==> config.mk <==
export PLATFORM = sky130hd
export DESIGN_NAME = tritone_dmem_arbiter
export DESIGN_NICKNAME = d
export VERILOG_FILES = /design/src/rtl/tritone_soc_pkg.sv /design/src/rtl/tritone_rr_pick.sv /design/src/rtl/tritone_dmem_arbiter.sv
export SDC_FILE = /design/constraint.sdc
export NUM_CORES = 1
export LEC_CHECK = 0
export CAP_MARGIN = 10
export CORE_AREA = 4 4 151 153
export CTS_BUF_LIST = sky130_fd_sc_hd__clkbuf_4
export CTS_CLUSTER_DIAMETER = 80
export DETAILED_ROUTE_END_ITERATION = 8
export DIE_AREA = 0 0 155 157
export HOLD_SLACK_MARGIN = 0.12
export PLACE_DENSITY_LB_ADDON = 0.08
export SLEW_MARGIN = 40
export SYNTH_ARGS = -nofsm -noshare
export SYNTH_HDL_FRONTEND = slang
export SYNTH_HIERARCHICAL = 1
export SYNTH_SLANG_ARGS = --single-unit
==> constraint.sdc <==
create_clock -name i_clk -period 3.7 [get_ports i_clk]
set_clock_uncertainty 0.1 [all_clocks]
set_input_delay 0.37 -clock i_clk [delete_from_list [all_inputs] [get_ports i_clk]]
set_output_delay 0.37 -clock i_clk [all_outputs]
set_load 0.005 [all_outputs]
==> src/rtl/tritone_soc_pkg.sv <==
// Shared SoC constants and enums for the ternary data-memory subsystem.
// Words are 27 trits stored as 2-bit trit codes.
package tritone_soc_pkg;

    localparam int DMEM_DEPTH  = 2048;
    localparam int DMEM_ADDR_W = 12;
    localparam int WORD_W      = 54;

    typedef enum logic [1:0] {
        REQ_CPU = 2'd0,
        REQ_EXT = 2'd1,
        REQ_DMA = 2'd2
    } req_id_e;

    typedef enum logic {
        ARB    = 1'b0,
        LOCKED = 1'b1
    } arb_state_e;

endpackage

==> src/rtl/tritone_rr_pick.sv <==
// Combinational rotate-priority picker: returns a one-hot grant for the first
// requester found searching upward from i_ptr, wrapping at N.
module tritone_rr_pick #(
    parameter int N     = 3,
    parameter int PTR_W = (N > 1) ? $clog2(N) : 1
) (
    input  logic [N-1:0]     i_req,
    input  logic [PTR_W-1:0] i_ptr,
    output logic [N-1:0]     o_gnt
);

    function automatic logic [PTR_W-1:0] wrap_idx(input int v);
        return PTR_W'(v % N);
    endfunction

    // Walk from the farthest slot back toward i_ptr so the closest hit wins.
    always_comb begin
        o_gnt = '0;
        for (int k = N - 1; k >= 0; k--) begin
            if (i_req[wrap_idx(int'(i_ptr) + k)]) begin
                o_gnt                               = '0;
                o_gnt[wrap_idx(int'(i_ptr) + k)]    = 1'b1;
            end
        end
    end

endmodule

==> src/rtl/tritone_dmem_arbiter.sv <==
// Single-port data-memory arbiter for CPU, debug and DMA requesters, with
// bounded burst locking and out-of-range address rejection.
//
// state  | meaning
// ARB    | round-robin among requesters, CPU first when fixed priority is set
// LOCKED | r_owner holds the port for at most MAX_BURST consecutive grants
module tritone_dmem_arbiter
    import tritone_soc_pkg::*;
#(
    parameter int NREQ           = 3,
    parameter int DATA_W         = WORD_W,
    parameter int ADDR_W         = DMEM_ADDR_W,
    parameter int DEPTH          = DMEM_DEPTH,
    parameter int MAX_BURST      = 8,
    parameter int CPU_FIXED_PRIO = 1
) (
    input  logic                        i_clk,
    input  logic                        i_rst,
    input  logic [NREQ-1:0]             i_req,
    input  logic [NREQ-1:0]             i_lock,
    input  logic [NREQ-1:0]             i_wr,
    input  logic [NREQ-1:0][ADDR_W-1:0] i_addr,
    input  logic [NREQ-1:0][DATA_W-1:0] i_wdata,
    output logic [NREQ-1:0]             o_gnt,
    output logic [NREQ-1:0]             o_rvalid,
    output logic                        o_rerr,
    output logic [DATA_W-1:0]           o_rdata,
    output logic                        o_mem_en,
    output logic                        o_mem_we,
    output logic [ADDR_W-2:0]           o_mem_addr,
    output logic [DATA_W-1:0]           o_mem_wdata,
    input  logic [DATA_W-1:0]           i_mem_rdata,
    output logic [1:0]                  o_owner,
    output logic                        o_busy
);

    localparam int PTR_W  = (NREQ > 1) ? $clog2(NREQ) : 1;
    localparam int CNT_W  = $clog2(MAX_BURST + 1);
    localparam int CPU_ID = int'(REQ_CPU);

    arb_state_e        r_state;
    arb_state_e        w_state_nxt;
    logic [PTR_W-1:0]  r_rr_ptr;
    logic [PTR_W-1:0]  r_owner;
    logic [CNT_W-1:0]  r_burst_left;
    logic [NREQ-1:0]   r_rvalid;
    logic              r_rerr;
    logic              r_rd_pend;

    logic [NREQ-1:0]   w_owner_oh;
    logic              w_hold;
    logic              w_forced;
    logic              w_others;
    logic [NREQ-1:0]   w_req_arb;
    logic [NREQ-1:0]   w_rr_gnt;
    logic [NREQ-1:0]   w_gnt;
    logic [PTR_W-1:0]  w_gid;
    logic              w_any;
    logic              w_arb_path;
    logic              w_lock_start;
    logic [ADDR_W-1:0] w_addr_sel;
    logic              w_inrange;

    assign w_owner_oh = NREQ'(1) << r_owner;
    assign w_hold     = (r_state == LOCKED) && i_req[r_owner] && i_lock[r_owner];
    assign w_forced   = (r_burst_left == '0);
    assign w_others   = |(i_req & ~w_owner_oh);
    // On forced release the owner only competes when nobody else is asking.
    assign w_req_arb  = (w_hold && w_forced && w_others) ? (i_req & ~w_owner_oh) : i_req;

    tritone_rr_pick #(
        .N     (NREQ),
        .PTR_W (PTR_W)
    ) u_rr_pick (
        .i_req (w_req_arb),
        .i_ptr (r_rr_ptr),
        .o_gnt (w_rr_gnt)
    );

    always_comb begin
        w_arb_path = 1'b1;
        w_gnt      = '0;
        if (w_hold && !w_forced) begin
            w_arb_path = 1'b0;
            w_gnt      = w_owner_oh;
        end else if ((CPU_FIXED_PRIO != 0) && w_req_arb[CPU_ID]) begin
            w_gnt = NREQ'(1);
        end else begin
            w_gnt = w_rr_gnt;
        end
        if (i_rst) begin
            w_gnt = '0;
        end
        w_gid = '0;
        for (int i = 0; i < NREQ; i++) begin
            if (w_gnt[i]) begin
                w_gid = PTR_W'(i);
            end
        end
    end

    assign w_any = |w_gnt;

    always_comb begin
        w_state_nxt  = r_state;
        w_lock_start = 1'b0;
        if (w_arb_path) begin
            w_state_nxt = ARB;
            if (w_any && i_lock[w_gid]) begin
                w_state_nxt  = LOCKED;
                w_lock_start = 1'b1;
            end
        end
    end

    always_ff @(posedge i_clk or posedge i_rst) begin
        if (i_rst) begin
            r_state      <= ARB;
            r_rr_ptr     <= '0;
            r_owner      <= '0;
            r_burst_left <= '0;
            r_rvalid     <= '0;
            r_rerr       <= 1'b0;
            r_rd_pend    <= 1'b0;
        end else begin
            r_state   <= w_state_nxt;
            r_rvalid  <= w_gnt;
            r_rerr    <= w_any && !w_inrange;
            r_rd_pend <= w_any && w_inrange && !i_wr[w_gid];
            if (w_any) begin
                r_rr_ptr <= (int'(w_gid) == NREQ - 1) ? '0 : w_gid + PTR_W'(1);
                if (w_lock_start) begin
                    r_owner      <= w_gid;
                    r_burst_left <= CNT_W'(MAX_BURST - 1);
                end else if (!w_arb_path) begin
                    r_burst_left <= r_burst_left - CNT_W'(1);
                end
            end
        end
    end

    assign w_addr_sel  = i_addr[w_gid];
    assign w_inrange   = (32'(w_addr_sel) < 32'(DEPTH));

    assign o_gnt       = w_gnt;
    assign o_mem_en    = w_any && w_inrange;
    assign o_mem_we    = w_any && w_inrange && i_wr[w_gid];
    assign o_mem_addr  = w_addr_sel[ADDR_W-2:0];
    assign o_mem_wdata = i_wdata[w_gid];

    assign o_rvalid    = r_rvalid;
    assign o_rerr      = r_rerr;
    assign o_rdata     = r_rd_pend ? i_mem_rdata : '0;
    assign o_owner     = (r_state == LOCKED) ? 2'(r_owner) : 2'd0;
    assign o_busy      = (r_state == LOCKED) || (|r_rvalid);

endmodule

== After elaboration in Yosys (flattened, before gate mapping) ==
Cells that the tools add are included.

* Latch bits: 0
* Bits in writable memories: 0
* Memories: 0
* Bits in read-only memories: 0
* Logic and storage cells: 91
* Output and inout bits: 131
* Input port bits: 263
* Flip-flop bits (word level): 14

* Multiply operators: 0
* Multiplexer cells: 40
* Bitwise logic cells: 2
* Equality and inequality tests: 1
* Order comparisons: 9
* Shift operators: 1
* $add $sub $neg: 4
* Divide/modulo/power cells: 3
* Reduce and logical (&&, ||, !) cells: 24

{| class="wikitable"
|+ Operators with widths
! operator !! number
|-
| $bmux W54 S2 || 1
|-
| $mux W54 || 2
|-
| $mod A32 B3 Y32 const B || 2
|-
| $mod A3 B3 Y32 const B || 1
|-
| $bmux W12 S2 || 1
|-
| $mux W3 || 7
|-
| $lt A2 B3 Y1 const B || 5
|-
| $bmux W1 S2 || 7
|-
| $logic_and A1 B1 Y1 || 13
|-
| $mux W1 || 13
|-
| $lt A12 B12 Y1 const B || 1
|-
| $mux W12 || 1
|-
| $reduce_or A3 Y1 || 3
|-
| $mux W4 || 2
|-
| $demux W1 S2 || 3
|-
| $ge A2 B1 Y1 const B || 3
|-
| $mux W2 || 3
|-
| $logic_not A4 Y1 || 1
|-
| $reduce_and A2 Y1 || 2
|-
| $sub A4 B1 Y4 const B || 1
|-
| $add A2 B1 Y3 const B || 1
|-
| $add A2 B2 Y3 const B || 1
|-
| $and A3 B3 Y3 || 1
|-
| $logic_not A1 Y1 || 3
|-
| other kinds (6) || 6
|}

== Longest topological paths before layout ==
* Depth after elaboration: 24
* Depth in mapped cells: 20
* Depth with buffers taken out: 16

== Hierarchy ==
Netlist, hierarchy kept.

{| class="wikitable"
|+ By module, submodules not included
! module !! area an instance (um^2) !! cells each !! instances !! sequential area each (um^2)
|-
| tritone_dmem_arbiter || 2768.9 || 391 || 1 || 350.3
|-
| tritone_rr_pick || 235.2 || 34 || 1 || 0.0
|}

== Least setup slack after synthesis ==
No wires, ideal clock.

* Path kind: reg2out
* Start: register r_owner[1]
* End: output port o_mem_wdata[49]
* Setup slack: 84 ps
* Data arrival time: 3146 ps
* Stages on the path, launching flop included: 21
* Data required time: 3230 ps
* Buffers on the path: 4
* Cells stage by stage: dfrtp_1 > clkbuf_1 > nor2b_1 > a211oi_1 > nor2_1 > o2111ai_1 > o31a_1 > nor2b_1 > and2_1 > o21ai_0 > a31oi_1 > nor2b_1 > a41oi_1 > mux2i_1 > nand2_2 > inv_2 > buf_4 > buf_6 > buf_4 > nand2_1 > o21ai_1

* Elaborated cells on any way between the ends: 30
* Classes of those cells: 1 x shift; 21 x mux; 2 x bitwise; 6 x reduce/logical

{| class="wikitable"
|+ RTL lines
! item !! line !! source
|-
| from (decl) || tritone_dmem_arbiter.sv:44 || <nowiki>logic [PTR_W-1:0] r_owner;</nowiki>
|-
| from (signal assigned) || tritone_dmem_arbiter.sv:133 || <nowiki>r_owner <= w_gid;</nowiki>
|-
| $bmux W1 S2 || tritone_dmem_arbiter.sv:65 || <nowiki>assign w_hold = (r_state == LOCKED) && i_req[r_owner] && i_lock[r_owner];</nowiki>
|-
| $mux W1 (not written as such) || tritone_dmem_arbiter.sv:65 ||
|-
| $logic_and A1 B1 Y1 (2 in series) || tritone_dmem_arbiter.sv:65 ||
|-
| $logic_and A1 B1 Y1 (2 in series) || tritone_dmem_arbiter.sv:69 || <nowiki>assign w_req_arb = (w_hold && w_forced && w_others) ? (i_req & ~w_owner_oh) : i_req;</nowiki>
|-
| $mux W3 * || tritone_dmem_arbiter.sv:69 ||
|-
| via w_req_arb[1] || tritone_dmem_arbiter.sv:54 || <nowiki>logic [NREQ-1:0] w_req_arb;</nowiki>
|-
| $bmux W1 S2 || tritone_rr_pick.sv:20 || <nowiki>if (i_req[wrap_idx(int'(i_ptr) + k)]) begin</nowiki>
|-
| $mux W1 (not written as such) || tritone_rr_pick.sv:20 ||
|-
| (+3 left out) || -- ||
|-
| via w_rr_gnt[2] || tritone_dmem_arbiter.sv:55 || <nowiki>logic [NREQ-1:0] w_rr_gnt;</nowiki>
|-
| $mux W3 * || tritone_dmem_arbiter.sv:86 || <nowiki>end else if ((CPU_FIXED_PRIO != 0) && w_req_arb[CPU_ID]) begin</nowiki>
|-
| $mux W3 * || tritone_dmem_arbiter.sv:83 || <nowiki>if (w_hold && !w_forced) begin</nowiki>
|-
| $mux W3 * || tritone_dmem_arbiter.sv:91 || <nowiki>if (i_rst) begin</nowiki>
|-
| $mux W2 * || tritone_dmem_arbiter.sv:96 || <nowiki>if (w_gnt[i]) begin</nowiki>
|-
| via w_gid[1] || tritone_dmem_arbiter.sv:57 || <nowiki>logic [PTR_W-1:0] w_gid;</nowiki>
|-
| $bmux W54 S2 * || tritone_dmem_arbiter.sv:149 || <nowiki>assign o_mem_wdata = i_wdata[w_gid];</nowiki>
|-
| $mux W54 (not written as such) * || tritone_dmem_arbiter.sv:149 ||
|-
| to (decl) || tritone_dmem_arbiter.sv:31 || <nowiki>output logic [DATA_W-1:0] o_mem_wdata,</nowiki>
|}

The timed path passes the listed nets; every way through them passes the cells marked *. The select of a mux whose other input is x is not followed.

== Final worst setup path ==
* Start: register r_owner[1]
* End: output port o_mem_wdata[32]

* Cells in the longest elaborated chain, start to end: 19
* Elaborated cells on any way between the ends: 30
* Classes of those cells: 1 x shift; 21 x mux; 2 x bitwise; 6 x reduce/logical

{| class="wikitable"
|+ RTL lines
! item !! line
|-
| $bmux W1 S2 || tritone_dmem_arbiter.sv:65
|-
| $mux W1 (not written as such) || tritone_dmem_arbiter.sv:65
|-
| $logic_and A1 B1 Y1 (2 in series) || tritone_dmem_arbiter.sv:65
|-
| $logic_and A1 B1 Y1 (2 in series) || tritone_dmem_arbiter.sv:69
|-
| $mux W3 || tritone_dmem_arbiter.sv:69
|-
| $bmux W1 S2 || tritone_rr_pick.sv:20
|-
| $mux W1 (not written as such) || tritone_rr_pick.sv:20
|-
| $mux W3 (3 in series) || tritone_rr_pick.sv:20
|-
| $mux W3 || tritone_dmem_arbiter.sv:86
|-
| $mux W3 * || tritone_dmem_arbiter.sv:83
|-
| $mux W3 * || tritone_dmem_arbiter.sv:91
|-
| $mux W1 || tritone_dmem_arbiter.sv:96
|-
| $mux W2 * || tritone_dmem_arbiter.sv:96
|-
| $bmux W54 S2 * || tritone_dmem_arbiter.sv:149
|-
| $mux W54 (not written as such) * || tritone_dmem_arbiter.sv:149
|}

Mark *: on every way between the ends. The rest lies on a longest branch, timed or not. The select of a mux whose other input is x is not followed.

==> summary.md <==
| Metric | Value |
|---|---|
| Fin nets | 1219 |
| Max VDD drop | 159 µV |
| Yosys Warn Count | 6 |
| Arr. time, crit path | 3740 ps |
| CTS root buffer | clkbuf_4 |
| XOR/XNOR Fraction of Synth Area | 0.292% |
| CTS tree | done |
| PwrDens | 421 nW/µm² |
| LEAKAGE | 3.67 nW |
| Compound-cell area share of the yosys netlist | 21.7% |
| Drt wl/cell | 19.2 µm |
| Most frequent cells in the layout | clkdlybuf4s50_1 (317), buf_4 (80), nand2_1 (66), buf_2 (65), and2_1 (56) |
| Number of global-route vias before repair | 5522 |
| Final worst slack | -506 ps |
| Post-synthesis cell type count | 59 |
| Simple-gate share of the synthesized area | 31.7% |
| Routed Antenna Nets | 0 |
| HP Class | in -> async |
| First-pass GRT wire length | 32400 µm |
| Via/cell ratio | 4.22 |
| Crit path launch type | flop |
| Fin. max-slew vios | 0 |
| Clock transition at path regs | 90 ps |
| Vias | 5208 |
| Post-route cell area | 9190 µm² |
| Main combinational cell family by area after synthesis | simple AND/OR/NAND/NOR gates |
| First drt pass iteration count | 4 |
| Cts hold-fix bufs | 0 |
| Failing checks | setup timing |
| Max Fanout on Critical Path | 8 |
| Sequential area share after synthesis | 11.7% |
| Final period demand of the worst path | 4210 ps |
| Yosys reg bits | 14 |
| Clock Latency Late Sink | 280 ps |
| Setup Crit Path Kind | reg -> out |
| Nature of the critical path endpoint | primary output |
| Die ar. | 24300 µm² |
| Clock tree sinks | 14 |
| # DRC | 0 |
| Area post-placement | 7750 µm² |
| Post-synth EDFFs | 0 |
| Most common cell after layout, fill and taps aside | clkdlybuf4s50_1 |
| Final WL | 23700 µm |
| I/O Buffers | 393 |
| Worst slew margin | 69.4% |
| Final worst-path cycle share | 114% |
| Initial antenna violation count | 0 |
| Status | finished, violations left |
| FFs w/ async S/R, synth | 100% |
| Final setup vio count | 71 |
| Gr usage total | 17.2% |
| CP required | 3230 ps |
| Top_reg_cell synth | dfrtp_1 |
| Core Util, Final | 42.6% |
| Global route overflow | 0 |
| Die width | 155 µm |
| Pre-CTS setup slack | -1130 ps |
| IO Pins | 394 |
| CORE AREA | 21600 µm² |
| Layout cells sized above 1 | 34.3% |
| Die Ht | 157 µm |
| Routability congestion estimate from global placement | 0.917 |
| Slew at the pin closest to its max-slew limit | 454 ps |
| Synthesized Nets | 693 |
| Synth Area in Adders | 2.08% |
| Layout area overhead | 206% |
| CTS buffer count | 3 |
| RSZ-0062 raised after global routing | yes |
| Initial Utilization | 13.9% |
| DR iter-0 viols | 109 |
| Syn Area/Cell | 7.07 µm² |
| Rows | 54 |
| Final Power | 3.87 mW |
| Achievable frequency | 238 MHz |
| Cells after Synth | 425 |
| Htree depth | 1 |
| Max-cap violations | 0 |
| Max Buffers Root-to-Sink | 2 |
| Hold_ws | 464 ps |
| Post-Syn Area | 3000 µm² |
| HPWL after DPL | 18800 µm |
| Multiplexer area fraction after synthesis | 24.7% |
| Largest net degree at the start of global routing | 55 |
| Final hold viol count | 0 |
[layout make-up]
class | instances | area, µm²
fillers | 2174 | 12400
repair buffers | 554 | 5460
multi-input cells | 367 | 2940
flip-flops and latches | 14 | 353
well taps | 280 | 350
inverters | 11 | 46.3
clock buffers | 3 | 22.5
diodes | 4 | 10.0
clock inverters | 1 | 3.75
[worst paths after layout]
path | from | endpoint | slack [ps] | cells after the start
worst min-delay path | i_rst | r_state | 460 | 3
worst max register to register | r_owner[1] | r_burst_left[1] | -120 | 17
min in group i_clk | r_rr_ptr[0] | r_rr_ptr[0] | 480 | 1
worst min register to register | r_rr_ptr[0] | r_rr_ptr[0] | 480 | 1
worst max-delay path | r_owner[1] | o_mem_wdata[32] | -510 | 18
max in group asynchronous | i_rst | r_owner[0] | 2830 | 3
[cell families (layout without fill, tap and decap cells)]
logic type / Yosys count / count (layout)
simple gates: 180 / 180
mux: 73 / 73
xor+xnor: 1 / 1
buf+inv: 44 / 569
compound gates: 108 / 108
other cells: 0 / 4
flops: 14 / 14
fa+ha+maj: 5 / 5
[registers in the layout (all words and copies together), names as in the netlist]
register      count
r_state           1
r_owner           2
o_rerr            1
r_rr_ptr          2
r_burst_left      4
o_rvalid          3
r_rd_pend         1
[power by group]
| group | internal [mW] | leakage (nW) | switching, mW |
|---|---|---|---|
| logic | 2.12 | 3.49 | 1.41 |
| clock network | 0.0391 | 0.0154 | 0.0522 |
| registers | 0.198 | 0.167 | 0.0460 |
[per-layer routing]
metal | global-route usage [%] | vias up | part of all wire, %
li1 | - | 2555 | -
met4 | 3.70 | 0 | 1.9
met2 | 34.0 | 224 | 55
met1 | 17.8 | 2409 | 36
met3 | 4.98 | 20 | 7.2
met5 | 0 | - | 0
[cells in the mapped netlist, drive strengths merged (3+ instances only)]
| master | instances | area (µm²) |
|---|---|---|
| clkbuf | 15 | 65.1 |
| buf | 18 | 133 |
| o21ai | 71 | 355 |
| dfrtp | 14 | 350 |
| mux2i | 70 | 701 |
| a21oi | 5 | 25.0 |
| nor2 | 15 | 72.6 |
| inv | 11 | 41.3 |
| a211oi | 3 | 22.5 |
| a41oi | 3 | 26.3 |
| and2 | 57 | 357 |
| mux2 | 3 | 41.3 |
| nor2b | 5 | 31.3 |
| o21a | 4 | 30.0 |
| ha | 5 | 62.6 |
| nor3b | 3 | 32.5 |
| a31oi | 5 | 31.3 |
| nand2 | 78 | 295 |
| nor3 | 3 | 15.0 |
[worst max-delay path, stage by stage, from the launching register on]
cell and delay, ps:
dfrtp_2 470, nand4b_1 250, buf_4 180, buf_4 120, buf_4 120, buf_4 120
buf_4 120, buf_4 110, buf_4 120, buf_4 130, a311o_1 380, mux2_4 370
nor2_8 150, buf_12 140, buf_12 120, buf_16 130, mux2i_2 220, o21ai_1 70
buf_2 140
[timing repair]
item	CTS	global route
cloned	8	6
pin swaps	40	35
setup buffers	89	8
gates resized for setup	451	96
endpoints found under the setup margin	76	80
[through the flow]
step,std cells,TNS (ps)
3_5_place_dp,1141,-71890
3_3_place_gp,1141,-66130
2_1_floorplan,425,0
6_report,1234,-29940
5_1_grt,1230,-45320
4_1_cts,1223,-35480
Power figures use the tool's default switching activity.
